### config.mk
export PLATFORM = sky130hd
export DESIGN_NAME = accel_sample_conditioner
export DESIGN_NICKNAME = d
export VERILOG_FILES = /design/src/rtl/accel_pkg.sv /design/src/rtl/sync_edge_detect.sv /design/src/rtl/accel_sample_conditioner.sv
export SDC_FILE = /design/constraint.sdc
export NUM_CORES = 1
export LEC_CHECK = 0
export ABC_CLOCK_PERIOD_IN_PS = 3200
export CAP_MARGIN = 30
export CORE_UTILIZATION = 53
export DETAILED_ROUTE_END_ITERATION = 6
export PLACE_DENSITY = 0.82
export SLEW_MARGIN = 20
export SYNTH_ARGS = -nofsm -noshare
export SYNTH_HDL_FRONTEND = slang
export SYNTH_SLANG_ARGS = --single-unit
export TNS_END_PERCENT = 1
### constraint.sdc
create_clock -name sys_clock -period 3.2 [get_ports sys_clock]
set_input_delay 0.32 -clock sys_clock [delete_from_list [all_inputs] [get_ports sys_clock]]
set_output_delay 0.32 -clock sys_clock [all_outputs]
set_load 0.01 [all_outputs]
### src/rtl/accel_pkg.sv
// Shared encodings and width helpers for the accelerometer sample conditioner.
package accel_pkg;
    typedef enum logic [1:0] {
        MODE_SINGLE     = 2'd0,
        MODE_SUM        = 2'd1,
        MODE_INTERLEAVE = 2'd2
    } mode_e;

    typedef enum logic [1:0] {
        IDLE  = 2'd0,
        ACCUM = 2'd1,
        EMIT  = 2'd2
    } state_e;

    // Select and index widths are never allowed to collapse to zero bits.
    function automatic int ch_w(input int n);
        return (n > 1) ? $clog2(n) : 1;
    endfunction
endpackage

### src/rtl/sync_edge_detect.sv
// Registered rising-edge detector: one-cycle pulse per low-to-high transition of i_level.
module sync_edge_detect (
    input  logic clk,
    input  logic rst_n,
    input  logic i_level,
    output logic o_pulse
);
    logic hist_q;
    logic pulse_q;

    always_ff @(posedge clk or negedge rst_n) begin
        if (!rst_n) begin
            hist_q  <= 1'b0;
            pulse_q <= 1'b0;
        end else begin
            hist_q  <= i_level;
            pulse_q <= i_level & ~hist_q;
        end
    end

    assign o_pulse = pulse_q;
endmodule

### src/rtl/accel_sample_conditioner.sv
// Averages/decimates NUM_CH axis samples by 2^k and emits one axis, the axis sum,
// or all axes interleaved as a left-justified strobe stream for the FFT.
module accel_sample_conditioner
    import accel_pkg::*;
#(
    parameter int NUM_CH       = 3,
    parameter int IN_W         = 8,
    parameter int OUT_W        = 16,
    parameter int AVG_LOG2_MAX = 3
) (
    input  logic                           sys_clock,
    input  logic                           reset_n,
    input  logic                           i_en,
    input  logic                           i_sync,
    input  logic [NUM_CH*IN_W-1:0]         i_data,
    input  logic [1:0]                     i_mode,
    input  logic [ch_w(NUM_CH)-1:0]        i_ch,
    input  logic [ch_w(AVG_LOG2_MAX+1)-1:0] i_avg_log2,
    output logic                           o_valid,
    output logic [OUT_W-1:0]               o_data,
    output logic [ch_w(NUM_CH)-1:0]        o_ch,
    output logic                           o_overrun
);
    localparam int CH_W    = ch_w(NUM_CH);
    localparam int K_W     = ch_w(AVG_LOG2_MAX+1);
    localparam int ACC_W   = IN_W + AVG_LOG2_MAX;
    localparam int CNT_W   = AVG_LOG2_MAX + 1;
    localparam int SAT_W   = IN_W + 2;
    localparam int SAT_MAX = (1 << (SAT_W-1)) - 1;
    localparam int SAT_MIN = -(1 << (SAT_W-1));

    logic [NUM_CH*IN_W-1:0] data_q;
    logic                   evt;
    state_e                 state_q, state_d;
    mode_e                  mode_q, mode_d;
    logic [CH_W-1:0]        ch_q, ch_d, idx_q, idx_d, och_q, och_d;
    logic [K_W-1:0]         k_q, k_d, k_cl;
    logic [CNT_W-1:0]       cnt_q, cnt_d, cnt_inc, target;
    logic                   vld_q, vld_d, ovr_q, ovr_d;
    logic [OUT_W-1:0]       dout_q, dout_d;
    logic                   acc_clr, acc_add;
    logic signed [ACC_W-1:0] acc_q [NUM_CH];
    logic signed [IN_W-1:0]  avg   [NUM_CH];
    logic signed [SAT_W-1:0] sat;
    int                      sum;

    function automatic logic [OUT_W-1:0] lj(input logic signed [IN_W-1:0] v);
        return OUT_W'(v) << (OUT_W - IN_W);
    endfunction

    sync_edge_detect u_sync_edge (
        .clk     (sys_clock),
        .rst_n   (reset_n),
        .i_level (i_sync),
        .o_pulse (evt)
    );

    // Samples are captured alongside the edge so the registered pulse sees the event-time data.
    always_ff @(posedge sys_clock or negedge reset_n) begin
        if (!reset_n) data_q <= '0;
        else          data_q <= i_data;
    end

    for (genvar c = 0; c < NUM_CH; c++) begin : g_acc
        logic signed [IN_W-1:0]  smp;
        logic signed [ACC_W-1:0] shr;
        assign smp = signed'(data_q[c*IN_W +: IN_W]);
        assign shr = acc_q[c] >>> k_q;
        assign avg[c] = shr[IN_W-1:0];

        always_ff @(posedge sys_clock or negedge reset_n) begin
            if (!reset_n)     acc_q[c] <= '0;
            else if (acc_clr) acc_q[c] <= '0;
            else if (acc_add) acc_q[c] <= acc_q[c] + ACC_W'(smp);
        end
    end

    always_comb begin
        sum = 0;
        for (int c = 0; c < NUM_CH; c++) sum = sum + int'(avg[c]);
        if (sum > SAT_MAX)      sat = SAT_W'(SAT_MAX);
        else if (sum < SAT_MIN) sat = SAT_W'(SAT_MIN);
        else                    sat = SAT_W'(sum);
    end

    assign k_cl    = (int'(i_avg_log2) > AVG_LOG2_MAX) ? K_W'(AVG_LOG2_MAX) : i_avg_log2;
    assign cnt_inc = cnt_q + CNT_W'(1);
    assign target  = CNT_W'(1) << k_q;

    always_comb begin
        state_d = state_q;
        mode_d  = mode_q;
        ch_d    = ch_q;
        k_d     = k_q;
        cnt_d   = cnt_q;
        idx_d   = idx_q;
        vld_d   = 1'b0;
        dout_d  = dout_q;
        och_d   = och_q;
        ovr_d   = ovr_q;
        acc_clr = 1'b0;
        acc_add = 1'b0;
        if (!i_en) begin
            state_d = IDLE;
            acc_clr = 1'b1;
            cnt_d   = '0;
            idx_d   = '0;
        end else begin
            unique case (state_q)
                IDLE: if (evt) begin
                    unique case (i_mode)
                        2'd1:    mode_d = MODE_SUM;
                        2'd2:    mode_d = MODE_INTERLEAVE;
                        default: mode_d = MODE_SINGLE;
                    endcase
                    ch_d    = (int'(i_ch) >= NUM_CH) ? '0 : i_ch;
                    k_d     = k_cl;
                    acc_add = 1'b1;
                    cnt_d   = CNT_W'(1);
                    state_d = (k_cl == '0) ? EMIT : ACCUM;
                end
                ACCUM: if (evt) begin
                    acc_add = 1'b1;
                    cnt_d   = cnt_inc;
                    if (cnt_inc == target) state_d = EMIT;
                end
                EMIT: begin
                    if (evt) ovr_d = 1'b1;
                    vld_d = 1'b1;
                    unique case (mode_q)
                        MODE_SUM: begin
                            dout_d = OUT_W'(sat) << (OUT_W - SAT_W);
                            och_d  = '0;
                        end
                        MODE_INTERLEAVE: begin
                            dout_d = lj(avg[idx_q]);
                            och_d  = idx_q;
                        end
                        default: begin
                            dout_d = lj(avg[ch_q]);
                            och_d  = ch_q;
                        end
                    endcase
                    if (mode_q != MODE_INTERLEAVE || int'(idx_q) == NUM_CH-1) begin
                        state_d = IDLE;
                        acc_clr = 1'b1;
                        cnt_d   = '0;
                        idx_d   = '0;
                    end else begin
                        idx_d = idx_q + CH_W'(1);
                    end
                end
                default: state_d = IDLE;
            endcase
        end
    end

    always_ff @(posedge sys_clock or negedge reset_n) begin
        if (!reset_n) begin
            state_q <= IDLE;
            mode_q  <= MODE_SINGLE;
            ch_q    <= '0;
            k_q     <= '0;
            cnt_q   <= '0;
            idx_q   <= '0;
            vld_q   <= 1'b0;
            dout_q  <= '0;
            och_q   <= '0;
            ovr_q   <= 1'b0;
        end else begin
            state_q <= state_d;
            mode_q  <= mode_d;
            ch_q    <= ch_d;
            k_q     <= k_d;
            cnt_q   <= cnt_d;
            idx_q   <= idx_d;
            vld_q   <= vld_d;
            dout_q  <= dout_d;
            och_q   <= och_d;
            ovr_q   <= ovr_d;
        end
    end

    assign o_valid   = vld_q;
    assign o_data    = dout_q;
    assign o_ch      = och_q;
    assign o_overrun = ovr_q;
endmodule
# [Yosys cells after proc, flatten, opt, wreduce, memory -nomap -nowiden]
# Index checks and enable logic that the tools add are counted.
[word_totals] output_inout_bits=20 register_bits=93 inputBits=34 elab_cells=102
[classes] n_reduce_logical=10 bitwise=4 addsub=7 eq_ne=15 order_cmp=5 mux=41 shift=4
[op_table] operator="two-way mux 11 bit" count=6
[op_table] operator="adder 11 x 8 -> 11 bit" count=3
[op_table] operator=">>> shifter 11 x 2 -> 8 bit" count=3
[op_table] operator="binary-select mux 8 bit (select 2 bit)" count=2
[op_table] operator="two-way mux 8 bit" count=4
[op_table] operator="one-hot mux 16 bit (2 select lines)" count=1
[op_table] operator="two-way mux 10 bit" count=2
[op_table] operator="two-way mux 2 bit" count=10
[op_table] operator="two-way mux 4 bit" count=4
[op_table] operator="one-hot mux 4 bit (3 select lines)" count=1
[op_table] operator="adder 9 x 8 -> 10 bit" count=1
[op_table] operator="> comparator 10 bit (second input constant)" count=1
[op_table] operator="less-than comparator 10 bit (second input constant)" count=1
[op_table] operator="adder 8 x 8 -> 9 bit" count=1
[op_table] operator="== test 2 bit (second input constant)" count=4
[op_table] operator="two-way mux 1 bit" count=8
[op_table] operator="one-hot mux 2 bit (2 select lines)" count=2
[op_table] operator="AND reduction 4 bit" count=2
[op_table] operator="== test 2 x 1 -> 1 bit (second input constant)" count=3
[op_table] operator=">= comparator 3 bit (second input constant)" count=2
[op_table] operator="inequality test 3 x 2 -> 1 bit (second input constant)" count=2
[op_table] operator="inequality test 3 bit (second input constant)" count=2
[op_table] operator="NOT 2 -> 3 bit" count=2
[op_table] operator="one-hot mux 2 bit (3 select lines)" count=1
[op_table] operator="16 further kinds" count=18

# [Logic depth before layout (Yosys ltp)]
[depth] ltp_word=7 depth_mapped=15 ltp_nobuf=14

# [Modules after synthesis]
# Synthesis repeated with hierarchy kept, for this count alone.
[hier_totals] hier_cells=635 hier_area_um2=6129.6
[by_module_without_submodules] module="accel_sample_conditioner" cells_each=632 n_inst=1 area_each_um2=6065.8
[by_module_without_submodules] module="sync_edge_detect" cells_each=3 n_inst=1 area_each_um2=63.8

# [Worst setup path before layout]
# Ideal clock, no wire load.
[synth_timing] path_type="flip-flop to flip-flop" from="register k_q[1]" to="register dout_q[13] (netlist: o_data[13])" setup_time_ps=136 setup_slack_ps=-142 arrival_ps=3205 path_buffers=1 path_stages_with_launch=15 t_required_ps=3064 cell_sequence="dfrtp_1 > buf_4 > mux2_2 > o21ai_0 > fa_1 > inv_1 > ha_1 > inv_1 > fa_1 > nand2b_1 > a21oi_1 > o22ai_1 > xnor2_1 > a221oi_1 > o21ai_0"
[synth_between] elab_chain_cells=7 word_cells_on_any_way=16 cone_classes="add/sub: 2; order compare: 2; shift: 3; mux: 9"
[synth_lines] element="start: declaration" line="accel_sample_conditioner.sv:37" text="logic [K_W-1:0] k_q, k_d, k_cl;"
[synth_lines] element="start signal: assignment" line="accel_sample_conditioner.sv:174" text="k_q <= k_d;"
[synth_lines] element=">>> shifter 11 x 2 -> 8 bit" line="accel_sample_conditioner.sv:68" text="assign shr = acc_q[c] >>> k_q;"
[synth_lines] element="adder 8 x 8 -> 9 bit" line="accel_sample_conditioner.sv:80" text="for (int c = 0; c < NUM_CH; c++) sum = sum + int'(avg[c]);"
[synth_lines] element="adder 9 x 8 -> 10 bit" line="accel_sample_conditioner.sv:80"
[synth_lines] element="less-than comparator 10 bit" line="accel_sample_conditioner.sv:82" text="else if (sum < SAT_MIN) sat = SAT_W'(SAT_MIN);"
[synth_lines] element="two-way mux 10 bit" line="accel_sample_conditioner.sv:82"
[synth_lines] element="two-way mux 10 bit" line="accel_sample_conditioner.sv:81" text="if (sum > SAT_MAX) sat = SAT_W'(SAT_MAX);"
[synth_lines] element="one-hot mux 16 bit (2 select lines) *" line="accel_sample_conditioner.sv:130" text="unique case (mode_q)"
[synth_lines] element="end signal: assignment" line="accel_sample_conditioner.sv:178" text="dout_q <= dout_d;"
[synth_lines] element="end: declaration" line="accel_sample_conditioner.sv:40" text="logic [OUT_W-1:0] dout_q, dout_d;"
# Mark *: on every way between the ends. The rest lies on a longest branch, timed or not. The select of a mux whose other input is x is not followed.
# A chain may end at the register's enable or synchronous reset.

# [Worst setup path in the final report]
[layout_timing] from="register k_q[0]" to="register dout_q[14] (netlist: o_data[14])"
# Same word-level chain as after synthesis.

==> flow_metrics.py <==
metrics = {
    "status": {
        "status": "finished, violations left",
        "failed_checks": "negative setup slack",
    },
    "sta": {
        "min_period_ns": 3.275,
        "relSlewSlack_pct": 48.34,
        "setup_violations": 1,
        "holdWs_ns": 0.4026,
        "rsz0062_at_grt": "yes",
        "finalCritPeriodShare_pct": 102.3,
        "fmax_mhz": 305.3,
        "worst_slew_pin_slew_ns": 0.7732,
        "maxSlewViolCount": 0,
        "finalHoldViolCount": 0,
        "fin_ws_ns": -0.07506,
        "finalSetupTns_ns": -0.07506,
        "clock_skew_ns": 0.005396,
    },
    "floorplanning": {
        "die_w_um": 110.5,
        "rows": 39,
        "initial_core_util_pct": 54.45,
        "die_area_sq_um": 12220,
        "die_h_um": 110.5,
        "fp.coreArea_sq_um": 11470,
        "num_io_pins": 54,
    },
    "run": {
        "max_cap_viol_count": 0,
    },
    "cells_and_area": {
        "final_layout_size_suffix_gt1_share_pct": 14.54,
        "final_common_cell": "dfrtp_1",
        "antenna_cells": 0,
        "final_cell_mix": "dfrtp_1, nand2_1, a21oi_1",
        "final_nets": 830,
        "finish.instance_area_sq_um": 7582,
        "final_util_pct": 66.12,
        "final_cell_count_no_fill": 886,
        "area_growth_pct": 21.44,
    },
    "global_route": {
        "grt_max_degree": 50,
        "overflow": 0,
        "grt_pass1_wl_mm": 26.34,
        "grt_pass1_vias": 5417,
        "antenna_found_initial": 0,
        "track_usage_pct": 26.91,
    },
    "route": {
        "final_antenna_net_count": 0,
        "wire_per_inst_um": 17.51,
        "num_vias": 5368,
        "routed_wirelength_mm": 15.52,
        "drc": 0,
        "first_pass_iters": 5,
        "via_per_inst": 6.059,
        "drt_iter0_drc": 403,
    },
    "synth": {
        "synth_edf_count": 0,
        "ys_ff_latch": 87,
        "yosysTopAreaCell": "dfrtp_1",
        "synth_ff_type": "dfrtp_1",
        "avgSynthCellArea_sq_um": 9.403,
        "syn_area_sq_um": 6243,
        "async_flop_share_pct": 100.0,
        "ys_types": 61,
        "yosysSeqAreaShare_pct": 34.87,
        "yosys_warnings": 0,
        "synth_top_area_share_pct": 34.87,
        "synth_area_leaders": "dfrtp_1, ha_1, nand2_1",
        "synthCells": 664,
    },
    "placement": {
        "dp_hpwl_mm": 11.67,
        "gp_congestion": 0.9922,
        "dp_cells": 861,
        "port_buffers": 47,
        "placed_cell_area_sq_um": 7088,
    },
    "setup_path": {
        "worstSetupPathType": "reg -> reg",
        "required_ns": 3.43,
        "path_max_fanout": 8,
        "startpoint_type": "flip-flop",
        "endpoint_kind": "flip-flop",
        "cp_data_arrival_time_ns": 3.50,
    },
    "clock_network": {
        "clock_latency_ns": 0.35,
        "cts_buffers": 9,
        "cts_root_buf": "clkbuf_16",
        "clk_pin_slew_worst_paths_ns": 0.06,
        "cts_sinks": 87,
        "cts_tree": "yes",
        "cts.htree.levels": 3,
        "clockBufferDepth": 2,
    },
    "pwr": {
        "p_per_area_nw_per_um2": 728.2,
        "ir_drop_uv": 570.9,
        "p_leak_nw": 3.325,
    },
    "min_path": {
        "hold_path_class": "in -> reg",
    },
}
## final cells by class
class	count	area, sq um
clock buffers	12	256.5
clock inverters	3	42.54
fillers	845	3885
inverters	35	131.4
multi-input cells	514	3905
flip-flops and latches	87	2177
well taps	143	178.9
repair buffers	92	890.9
## cells in the mapped netlist, drive strengths merged, types with 3 or more instances
master,n
nand3b,3
clkbuf,18
nor3,10
or3,4
ha,45
a21oi,50
nand2,80
or4,3
mux2,5
dfrtp,87
o21ai,36
a22o,7
nand4,4
nor2,36
nor4,3
a221oi,5
mux4,13
o2111ai,3
xnor2,14
a31oi,4
o211ai,6
nand2b,10
or2,6
o31ai,4
buf,15
xor2,9
o21bai,6
fa,12
nor2b,14
inv,35
mux2i,31
a2111oi,3
nand3,39
a211oi,7
a21o,5
## logic make-up (layout without fill, tap and decap cells)
logic type,count (synthesis),after routing,synth area share (%)
compound gates,158,158,16.29
xor+xnor,23,23,3.227
fa+ha+maj,57,57,12.87
buf+inv,68,142,4.890
flops,87,87,34.87
mux,49,49,10.96
other cells,1,6,0.06006
simple gates,221,221,16.83
## report_power, final
part / switching, mW / leakage [nW] / internal (mW)
Clock: 0.422 / 0.145 / 0.642
Combinational: 1.56 / 2.06 / 1.37
Sequential: 0.220 / 1.12 / 1.31
Total: 2.20 / 3.32 / 3.32
## repair_timing
| action | CTS | global route |
|---|---|---|
| hold buffers | 1 | 0 |
| endpoints found under the hold margin | 38 | 0 |
| gates resized for setup | 13 | 10 |
| pin swaps | 2 | 7 |
| gates cloned | 0 | 0 |
| setup endpoints to repair | 3 | 7 |
| setup buffers | 8 | 1 |
## flip-flops by register name (all words and copies together), names as in the netlist, 2 cells and up
name,flops
acc_q,33
ch_q,2
cnt_q,4
data_q,24
idx_q,2
k_q,2
mode_q,2
o_ch,2
o_data,10
state_q,2
## stage by stage
step | power (mW) | setup slack, ns
finish | 5.522 | -0.07506
CTS | 5.440 | -0.0007305
global placement | 4.102 | -0.009505
detailed placement | 4.202 | -0.1753
floorplan | 3.275 | 0.004471
global route | 5.864 | -0.1992
## critical path, stage by stage, from the launching register on
cell       delay [ns]
dfrtp_1          0.37
buf_12           0.14
buf_12           0.12
mux4_2           0.57
fa_1             0.55
ha_4             0.32
nand3_1          0.09
o2111ai_2        0.28
a21oi_1          0.12
o21bai_1         0.20
mux2i_1          0.11
o32a_1           0.29
## routing by layer
metal	up-vias	wire length, um	GRT usage (%)
li1	2548	-	-
met1	2543	6504	34.56
met2	226	7361	43.35
met3	51	1058	5.598
met4	0	591	13.07
met5	-	0	0
## final timing paths
path,start,endpoint,slack (ns),cells past startpoint
min in group asynchronous,reset_n,o_data[6],0.49,2
hold / removal,i_data[20],data_q[20],0.40,1
max in group asynchronous,reset_n,data_q[11],2.10,3
hold reg to reg,u_sync_edge.hist_q,u_sync_edge.o_pulse,0.40,1
setup reg to reg,k_q[0],o_data[14],-0.08,11
setup / recovery,k_q[0],o_data[14],-0.08,11
Power figures use the tool's default switching activity.
